[src/rtl/ofdm_pkg.sv]
// Shared constants and FSM state encoding for the OFDM DATA-field receive path.
package ofdm_pkg;

  localparam int LEN_WIDTH_DEF = 12;
  localparam int SEED_BITS     = 7;
  localparam int SERVICE_BITS  = 16;
  localparam int RSVD_BITS     = SERVICE_BITS - SEED_BITS;

  typedef enum logic [2:0] {
    ST_IDLE,
    ST_SEED,
    ST_SERVICE,
    ST_PSDU,
    ST_FLUSH
  } state_e;

endpackage

[src/rtl/psdu_descramble_ctrl_descramble.sv]
// 802.11 x^7+x^4+1 frame-synchronous descrambler; the first 7 strobed bits load
// the scrambler state, every later strobed bit is descrambled one cycle later.
module psdu_descramble_ctrl_descramble
  import ofdm_pkg::*;
(
  input  logic clock,
  input  logic reset,
  input  logic enable,
  input  logic in_bit,
  input  logic input_strobe,
  output logic out_bit,
  output logic output_strobe
);

  logic [SEED_BITS-1:0] lfsr;
  logic [2:0]           seed_cnt;
  logic                 seq_bit;

  // lfsr[0] is the newest sequence bit, so taps 7 and 4 sit at [6] and [3].
  assign seq_bit = lfsr[6] ^ lfsr[3];

  // NOTE: this block's reset is synchronous so the controller can re-seed it
  // with a one-cycle pulse on start without touching the global async reset.
  always_ff @(posedge clock) begin
    if (reset) begin
      lfsr          <= '0;
      seed_cnt      <= '0;
      out_bit       <= 1'b0;
      output_strobe <= 1'b0;
    end else if (enable) begin
      output_strobe <= 1'b0;
      if (input_strobe) begin
        if (seed_cnt != 3'(SEED_BITS)) begin
          lfsr     <= {lfsr[SEED_BITS-2:0], in_bit};
          seed_cnt <= seed_cnt + 3'd1;
        end else begin
          lfsr          <= {lfsr[SEED_BITS-2:0], seq_bit};
          out_bit       <= in_bit ^ seq_bit;
          output_strobe <= 1'b1;
        end
      end
    end
  end

endmodule

[src/rtl/psdu_descramble_ctrl.sv]
// Sequences descrambling of one DATA field: seed, reserved SERVICE bits, then
// packs LENGTH PSDU bytes LSB-first and discards tail/pad bits.
module psdu_descramble_ctrl
  import ofdm_pkg::*;
#(
  parameter int LEN_WIDTH = LEN_WIDTH_DEF
) (
  input  logic                 clock,
  input  logic                 reset_n,
  input  logic                 enable,
  input  logic                 start,
  input  logic [LEN_WIDTH-1:0] length,
  input  logic                 in_bit,
  input  logic                 input_strobe,
  output logic [7:0]           byte_out,
  output logic                 byte_strobe,
  output logic [LEN_WIDTH-1:0] byte_count,
  output logic                 busy,
  output logic                 done,
  output logic                 service_err,
  output logic                 len_err
);

  state_e               state;
  logic [LEN_WIDTH-1:0] len_q;
  logic [3:0]           bit_cnt;
  logic [2:0]           bit_in_byte;
  logic [7:0]           shreg;
  logic                 byte_strobe_q;
  logic                 done_q;

  logic                 start_ok;
  logic                 desc_rst;
  logic                 in_frame;
  logic                 fwd_strobe;
  logic                 ds_bit;
  logic                 ds_strobe;
  logic [7:0]           next_byte;
  logic [LEN_WIDTH-1:0] count_inc;

  assign start_ok   = enable & start & (length != '0);
  assign desc_rst   = ~reset_n | start_ok;
  assign in_frame   = (state == ST_SEED) || (state == ST_SERVICE) || (state == ST_PSDU);
  // The strobe coinciding with start belongs to no packet and is dropped.
  assign fwd_strobe = enable & input_strobe & ~start & in_frame;
  assign next_byte  = {ds_bit, shreg[7:1]};
  assign count_inc  = byte_count + LEN_WIDTH'(1);

  // Pulses are held while disabled and masked here, so a byte completed just
  // before enable drops is presented once enable returns.
  assign byte_strobe = byte_strobe_q & enable;
  assign done        = done_q & enable;

  psdu_descramble_ctrl_descramble u_descramble (
    .clock         (clock),
    .reset         (desc_rst),
    .enable        (enable),
    .in_bit        (in_bit),
    .input_strobe  (fwd_strobe),
    .out_bit       (ds_bit),
    .output_strobe (ds_strobe)
  );

  always_ff @(posedge clock or negedge reset_n) begin
    if (!reset_n) begin
      state         <= ST_IDLE;
      len_q         <= '0;
      byte_count    <= '0;
      bit_cnt       <= '0;
      bit_in_byte   <= '0;
      shreg         <= '0;
      byte_out      <= '0;
      byte_strobe_q <= 1'b0;
      done_q        <= 1'b0;
      busy          <= 1'b0;
      service_err   <= 1'b0;
      len_err       <= 1'b0;
    end else if (enable) begin
      byte_strobe_q <= 1'b0;
      done_q        <= 1'b0;
      if (start) begin
        // A start in any state aborts the packet in flight, partial byte included.
        bit_cnt     <= '0;
        bit_in_byte <= '0;
        if (length == '0) begin
          len_err <= 1'b1;
          busy    <= 1'b0;
          state   <= ST_IDLE;
        end else begin
          len_q       <= length;
          byte_count  <= '0;
          service_err <= 1'b0;
          len_err     <= 1'b0;
          busy        <= 1'b1;
          state       <= ST_SEED;
        end
      end else begin
        case (state)
          ST_IDLE: ;
          ST_SEED: begin
            if (fwd_strobe) begin
              if (bit_cnt == 4'(SEED_BITS - 1)) begin
                bit_cnt <= '0;
                state   <= ST_SERVICE;
              end else begin
                bit_cnt <= bit_cnt + 4'd1;
              end
            end
          end
          ST_SERVICE: begin
            if (ds_strobe) begin
              if (ds_bit) service_err <= 1'b1;
              if (bit_cnt == 4'(RSVD_BITS - 1)) begin
                bit_cnt <= '0;
                state   <= ST_PSDU;
              end else begin
                bit_cnt <= bit_cnt + 4'd1;
              end
            end
          end
          ST_PSDU: begin
            if (ds_strobe) begin
              shreg       <= next_byte;
              bit_in_byte <= bit_in_byte + 3'd1;
              if (bit_in_byte == 3'd7) begin
                byte_out      <= next_byte;
                byte_strobe_q <= 1'b1;
                if (byte_count != len_q) byte_count <= count_inc;
                if (count_inc == len_q) begin
                  done_q <= 1'b1;
                  busy   <= 1'b0;
                  state  <= ST_FLUSH;
                end
              end
            end
          end
          ST_FLUSH: state <= ST_IDLE;
          default:  state <= ST_IDLE;
        endcase
      end
    end
  end

endmodule
[config.mk]
export PLATFORM = sky130hd
export DESIGN_NAME = psdu_descramble_ctrl
export DESIGN_NICKNAME = d
export VERILOG_FILES = /design/src/rtl/ofdm_pkg.sv /design/src/rtl/psdu_descramble_ctrl_descramble.sv /design/src/rtl/psdu_descramble_ctrl.sv
export SDC_FILE = /design/constraint.sdc
export NUM_CORES = 1
export LEC_CHECK = 0
export CAP_MARGIN = 25
export CORE_MARGIN = 2
export CORE_UTILIZATION = 28
export CTS_BUF_LIST = sky130_fd_sc_hd__clkbuf_2
export CTS_CLUSTER_DIAMETER = 120
export CTS_CLUSTER_SIZE = 40
export DETAILED_ROUTE_END_ITERATION = 8
export GPL_TIMING_DRIVEN = 1
export SKIP_CTS_REPAIR_TIMING = 1
export SYNTH_ARGS = -nofsm -noshare
export SYNTH_HDL_FRONTEND = slang
export SYNTH_SLANG_ARGS = --single-unit
[constraint.sdc]
create_clock -name clock -period 5 [get_ports clock]
set_clock_uncertainty 0.15 [all_clocks]
set_input_delay 0.75 -clock clock [delete_from_list [all_inputs] [get_ports clock]]
set_output_delay 0.75 -clock clock [all_outputs]
set_load 0.02 [all_outputs]
==> key figures, run 1 <==
CTS
  • CTS buffer count: 9
  • H-tree depth: 3
  • Longest Clk Path Bufs: 2
  • Root Driver: clkbuf_2
  • Clock sink count: 66
  • Worst-Skew Late Latency: ~0.55 ns
  • Clk slew on worst S/H paths: 0.21 ns
  • TritonCTS clock tree: built

Floorplan
  • Die height: ~120 um
  • Chip Width: 116.5 um
  • Initial core utilization: 28.41%
  • Site Rows: 41
  • Die footprint: 13560 sq um
  • Core area: between 10000 and 15000 sq um
  • I/O Pins: 43

Worst setup path
  • Critical Path RT: approximately 4.1 ns
  • Reg2reg end: state[1]
  • Setup Crit Path Kind: primary input to primary output
  • Startpoint class of the critical path: primary input
  • Worst Setup EP: done
  • R2R Path Start: byte_count[1]
  • Crit. End Element: primary output
  • Worst setup path start: enable
  • Worst-path fanout max: 17
  • R2R cell count: 7
  • Worst path arrival time: 2.39 ns
  • FF-to-FF setup slack: 2.41 ns

Timing
  • Final Slew Violations: 0
  • RSZ-0062 raised after global routing: no
  • Min Tclk post-route: 3.285 ns
  • TNS Setup: 0 ns
  • Max Clk Rate: between 0.3 and 0.4 GHz
  • Actual slew at the worst max-slew pin: 0.8201 ns
  • Final Hold Vio Count: 0
  • # setup viols final: 0
  • Max_slew headroom: a little under half
  • Setup ws final: 1.715 ns
  • Final Cycle Share: between 60% and 70%

GRT
  • GR Overflow Total: 0
  • Gr usage total: 12.05%
  • Initial antenna violation count: 1
  • Vias in the first global route: 2616
  • First-pass GRT wire length: roughly 13000 um
  • Largest net degree at the start of global routing: 56

Power and ir drop
  • Sw power: 319.8 uW
  • Switching share of power: 29.86%
  • Internal: 751.2 uW
  • Seq pwr share: 54.7%
  • Logic pwr share: between 10% and 20%
  • Worst vdd ir: roughly 100 uV
  • Pwr/cell area: 251.7 nW/um^2
  • Clock power share: approximately a third
  • Leakage: 1.716 nW

Layout
  • Multi-input gate area: 1841 sq um
  • Fillers: 1272
  • Share of cells above drive strength 1: between 10% and 20%
  • Area grow syn2layout: 20.14%
  • Post-Layout Inst Area: 4254 sq um
  • # nets final: 409
  • Sequential cell area: 1592 sq um

Drt
  • Met1 WL: 3437 um
  • Met3 wire len: between 200 and 250 um
  • Vias per inst: 4.743
  • DRC violations left: 0
  • Initial DRC count: 112
  • Vias: 2661
  • Final Routed Wirelength: 7502 um
  • Met2 wire len: 3631 um
  • Top layer in use: met4
  • WL/cell: approximately 13 um
  • 1st-pass router iterations: 4
  • Antenna viol nets, final: 0

Place
  • Place WS: between 1.5 and 2 ns
  • Detailed Place HPWL: 5616 um
  • Gpl congestion: 0.8010
  • Port bufs: 42
  • DP Area: 4123 sq um

Synthesis
  • Number of flops mapped to enable cells by yosys: 0
  • Main synth FF type: dfrtp_1
  • Post-synthesis sequential area ratio: between 40% and 50%
  • Synthesized area: 3541 sq um
  • Asr flop ratio synth: 81.82%
  • Syn avg cell area: about 10 sq um
  • Cells after Synth: 340
  • Seq cells post-synth: 66
  • Yosys cell types: 62
  • Yosys warns: 0
  • Syn_nets: 366

Min path
  • Worst min path class: primary input to async pin

Job
  • Max cap viols: 0

Outcome
  • Outcome: finished, final reports clean
==> layout make-up <==
type	instances	area share [%]
tap	172	5.059
clock buffer	9	1.059
timing repair buffer	46	10.47
sequential	66	37.41
inverter	8	0.7059
multi-input combinational	252	43.26
antenna	1	0.05882
clock inverter	7	1.971
==> worst min-delay path by stage <==
stage	startpoint	end	slack [ns]	cells past startpoint
after detailed placement	u_descramble.lfsr[0]	u_descramble.lfsr[0]	0.34	2
after CTS	reset_n	state[2]	0.14	2
after global placement	u_descramble.lfsr[1]	u_descramble.lfsr[1]	0.33	2
final	reset_n	byte_count[0]	0.14	2
after floorplan	reset_n	bit_cnt[0]	0.30	0
after global routing	reset_n	state[2]	0.15	2
==> worst max-delay path, stage by stage <==
cell and delay (ns):
clkdlybuf4s50_1 0.83, and2_1 0.21, clkdlybuf4s50_1 0.60
==> sequential cells by signal (all words and copies together), names as in the netlist <==
| register | count |
|---|---|
| byte_out | 8 |
| bit_in_byte | 3 |
| byte_count | 12 |
| done_q | 1 |
| byte_strobe_q | 1 |
| u_descramble.output_strobe | 1 |
| busy | 1 |
| u_descramble.out_bit | 1 |
| shreg | 7 |
| u_descramble.lfsr | 7 |
| state | 3 |
| u_descramble.seed_cnt | 3 |
| len_err | 1 |
| service_err | 1 |
| bit_cnt | 4 |
| len_q | 12 |
==> per-stage QoR <==
step / util (%) / hold WS [ns] / power [mW] / instances
detailed placement: 33.07 / 0.3369 / 0.7375 / 544
finish: 34.13 / 0.1438 / 1.071 / 561
global route: 34.13 / 0.1503 / 1.124 / 561
global placement: 33.01 / 0.3262 / 0.7326 / 543
CTS: 34.11 / 0.1366 / 1.088 / 560
floorplan: - / 0.3012 / 0.6867 / 340
==> cells in the mapped netlist, types with 6 or more instances <==
library cell / number / area (sq um)
a21oi_1: 9 / 45.04
buf_2: 6 / 30.03
dfrtp_1: 54 / 1351
dfxtp_1: 12 / 240.2
ha_1: 8 / 100.1
inv_1: 8 / 30.03
mux2_2: 29 / 326.6
mux2i_1: 12 / 120.1
nand2_1: 30 / 112.6
nand3_1: 7 / 35.03
nor2_1: 29 / 108.9
nor3_1: 9 / 45.04
nor4_1: 6 / 37.54
o21ai_0: 20 / 100.1
xnor2_1: 14 / 122.6
==> layer usage <==
metal / vias up / GRT usage (%)
met5: - / 0
met4: 0 / 6.270
met3: 18 / 3.010
met2: 37 / 18.95
met1: 1289 / 15.35
li1: 1317 / -
==> logic make-up (layout without fill, tap and decap cells) <==
| logic type | count (synthesis) | in the layout | synth area share (%) |
|---|---|---|---|
| AOI/OAI and AO/OA | 64 | 64 | 13.07 |
| xor gates and xnor gates | 22 | 22 | 6.078 |
| adders and majority gates | 8 | 8 | 2.827 |
| buffers and inverters | 22 | 70 | 3.074 |
| DFF | 66 | 66 | 44.95 |
| muxes | 41 | 41 | 12.61 |
| other | 0 | 1 | 0 |
| and+or+nand+nor | 117 | 117 | 17.39 |
==> cell usage in the layout (no fill, tap or decap), drive strengths merged, types with 3 or more instances in the layout <==
cell and n:
a21o 5, a21oi 9, a22o 5, a31oi 3
and3 4, buf 5, clkbuf 9, clkdlybuf4s50 41
dfrtp 54, dfxtp 12, ha 8, inv 12
mux2 29, mux2i 12, nand2 31, nand2b 3
nand3 8, nand4 4, nor2 30, nor2b 4
nor3 11, nor4 6, o21a 3, o21ai 23
o31ai 3, xnor2 17, xor2 5
==> power by group through the flow <==
stage	clock network, mW	logic [mW]	registers (mW)
final	0.345	0.140	0.586
after global placement	0	0.138	0.595
after detailed placement	0	0.142	0.595
after CTS	0.360	0.142	0.586
after global routing	0.376	0.157	0.591
after floorplan	0	0.101	0.586
(Power assumes the default switching activity.)
==> run 2: changes to the inputs <==
==> constraint.sdc (replaced) <==
create_clock -name clock -period 3.2 [get_ports clock]
set_clock_uncertainty 0.15 [all_clocks]
set_input_delay 0.48 -clock clock [delete_from_list [all_inputs] [get_ports clock]]
set_output_delay 0.48 -clock clock [all_outputs]
set_load 0.02 [all_outputs]
==> run 2 against run 1 <==
Critical path depth up 4. Non-clock buffer count up 3. Combinational power up 61%. Sequential cell count unchanged. Sequential share of layout area down 0.27 points. Via count up 1.6%. Sequential power up 56%. Critical path type is now flip-flop to flip-flop. Worst setup slack worse by 1.0 ns. Largest cell class unchanged. Hold slack better by 0.14 ns. Die area unchanged.
==> key figures, run 2 (synthesis results as in run 1) <==
GRT
  • Gr usage total: between 10% and 20%
  • Vias in the first global route: around 2.7k
  • Initial antenna violation count: 1
  • First-pass GRT wire length: 13050 um
  • Largest net degree at the start of global routing: 36
  • GR Overflow Total: 0

CTS
  • CTS buffer count: 9
  • Longest Clk Path Bufs: 2
  • H-tree depth: 3
  • Clk slew on worst S/H paths: approximately 0.20 ns
  • Worst-Skew Late Latency: 0.51 ns
  • Clock sink count: 66
  • Root Driver: clkbuf_2
  • TritonCTS clock tree: built

Timing
  • # setup viols final: 0
  • RSZ-0062 raised after global routing: no
  • Final Hold Vio Count: 0
  • Final Cycle Share: between 70% and 80%
  • TNS Setup: 0 ns
  • Final Slew Violations: 0
  • Max Clk Rate: 0.4025 GHz
  • Max_slew headroom: 56.16%
  • Actual slew at the worst max-slew pin: 0.6507 ns
  • Min Tclk post-route: around 2.5 ns

Worst setup path
  • Setup Crit Path Kind: flip-flop to flip-flop
  • Worst Setup EP: state[1]
  • FF-to-FF setup slack: 0.72 ns
  • Worst-path fanout max: 7
  • Crit. End Element: flip-flop
  • Worst setup path start: byte_count[1]
  • Reg2reg end: state[1]
  • Worst path arrival time: 2.74 ns
  • R2R Path Start: byte_count[1]
  • Critical Path RT: 3.45 ns
  • R2R cell count: 7
  • Startpoint class of the critical path: flip-flop

Layout
  • Layout Cells excl Fill: 564
  • Commonest cells after routing, fill and taps aside: 54 x dfrtp_1, 41 x clkdlybuf4s50_1, 30 x nand2_1, 29 x nor2_1, 29 x mux2_2
  • Most common cell after layout, fill and taps aside: dfrtp_1
  • Fillers: 1236
  • # nets final: a little over 400
  • Regs by FF count: byte_count x12, len_q x12, byte_out x8
  • Share of cells above drive strength 1: 16.88%
  • Area grow syn2layout: 21.02%

Power and ir drop
  • Logic pwr share: 13.2%
  • Sw power: 472.1 uW
  • Worst vdd ir: 166.6 uV
  • Internal: 1.239 mW
  • Switching share of power: 27.59%
  • Pwr/cell area: ~400 nW/um^2
  • Clock power share: 33.4%
  • Seq pwr share: between 50% and 60%
  • Leakage: between 1.5 and 2 nW

Drt
  • Final Routed Wirelength: 7745 um
  • 1st-pass router iterations: 4
  • Vias: 2703
  • WL/cell: 13.73 um
  • Antenna viol nets, final: 0
  • DRC violations left: 0
  • Vias per inst: 4.793
  • Initial DRC count: 162

Outcome
  • Outcome: finished, final reports clean

Floorplan
  • Die height: roughly 120 um
  • Initial core utilization: 28.41%
  • Core area: 12470 sq um
  • Site Rows: 41
  • I/O Pins: between 40 and 50
  • Chip Width: roughly 120 um
  • Die footprint: ~14000 sq um

Place
  • Port bufs: 42
  • Gpl congestion: roughly 0.8
  • Detailed Place HPWL: 5816 um
  • Placed Cells: around 550

Min path
  • Worst min path class: primary input to async pin

Job
  • Max cap viols: 0
## run 2: cell count changes in the layout (fill, tap and decap cells not counted), sizes merged
| cell | delta |
|---|---|
| dlygate4sd3 | +1 |
| clkinvlp | -1 |
| bufinv | +1 |
| inv | -1 |
| buf | +2 |
| clkinv | +1 |
## run 2: area by class of cell
cell class,count,area [sq um],share of cell area [%]
Multi-Input combinational cell,252,1841,42.95
Sequential cell,66,1592,37.14
Timing Repair Buffer,49,470.5,10.98
Tap cell,172,215.2,5.022
Clock inverter,7,90.09,2.102
Clock buffer,9,45.04,1.051
Inverter,8,30.03,0.7007
Antenna cell,1,2.502,0.05839
## run 2: power by group through the flow
stage | Sequential [mW] | Clock, mW | Combinational, mW
after global routing | 0.923 | 0.634 | 0.253
after detailed placement | 0.930 | 0 | 0.226
final | 0.914 | 0.572 | 0.225
after CTS | 0.915 | 0.589 | 0.227
after floorplan | 0.915 | 0 | 0.158
after global placement | 0.929 | 0 | 0.219
## run 2: worst min-delay path by stage
stage                       start  cells after the start  slack [ns]             to
after CTS                 reset_n                      1       -0.28  byte_count[1]
after global routing      reset_n                      2        0.28  byte_count[1]
after floorplan           reset_n                      0        0.03     bit_cnt[0]
after detailed placement  reset_n                      1        0.31       len_q[1]
after global placement    reset_n                      1        0.31       len_q[3]
final                     reset_n                      2        0.28  byte_count[1]
## run 2: metrics by stage
stage                     util [%]  cell area, sq um  hold WS (ns)  power [mW]  setup slack [ns]
final                        34.38              4285        0.2834       1.711            0.7154
after global routing         34.38              4285        0.2786       1.810            0.5420
after CTS                    34.28              4273       -0.2793       1.730            0.7271
after detailed placement     33.19              4138        0.3126       1.156            0.3817
after global placement       33.19              4138        0.3091       1.148            0.5164
after floorplan                  -              3541       0.03441       1.073            0.9600
## run 2: worst max-delay path, stage by stage, from the launching register on
cell and delay (ns):
dfrtp_1 0.53, ha_1 0.33, nand3_1 0.19, xor2_1 0.20, nor4_1 0.29, nand3_1 0.13
nor3_2 0.44, a21oi_1 0.12
## run 2: routing by layer
metal / track usage, % / vias to the layer above / wire, um
met4: 6.746 / 0 / 104
met1: 16.23 / 1315 / 3566
met5: 0 / - / 0
li1: - / 1324 / -
met2: 19.03 / 51 / 3853
met3: 2.231 / 13 / 220
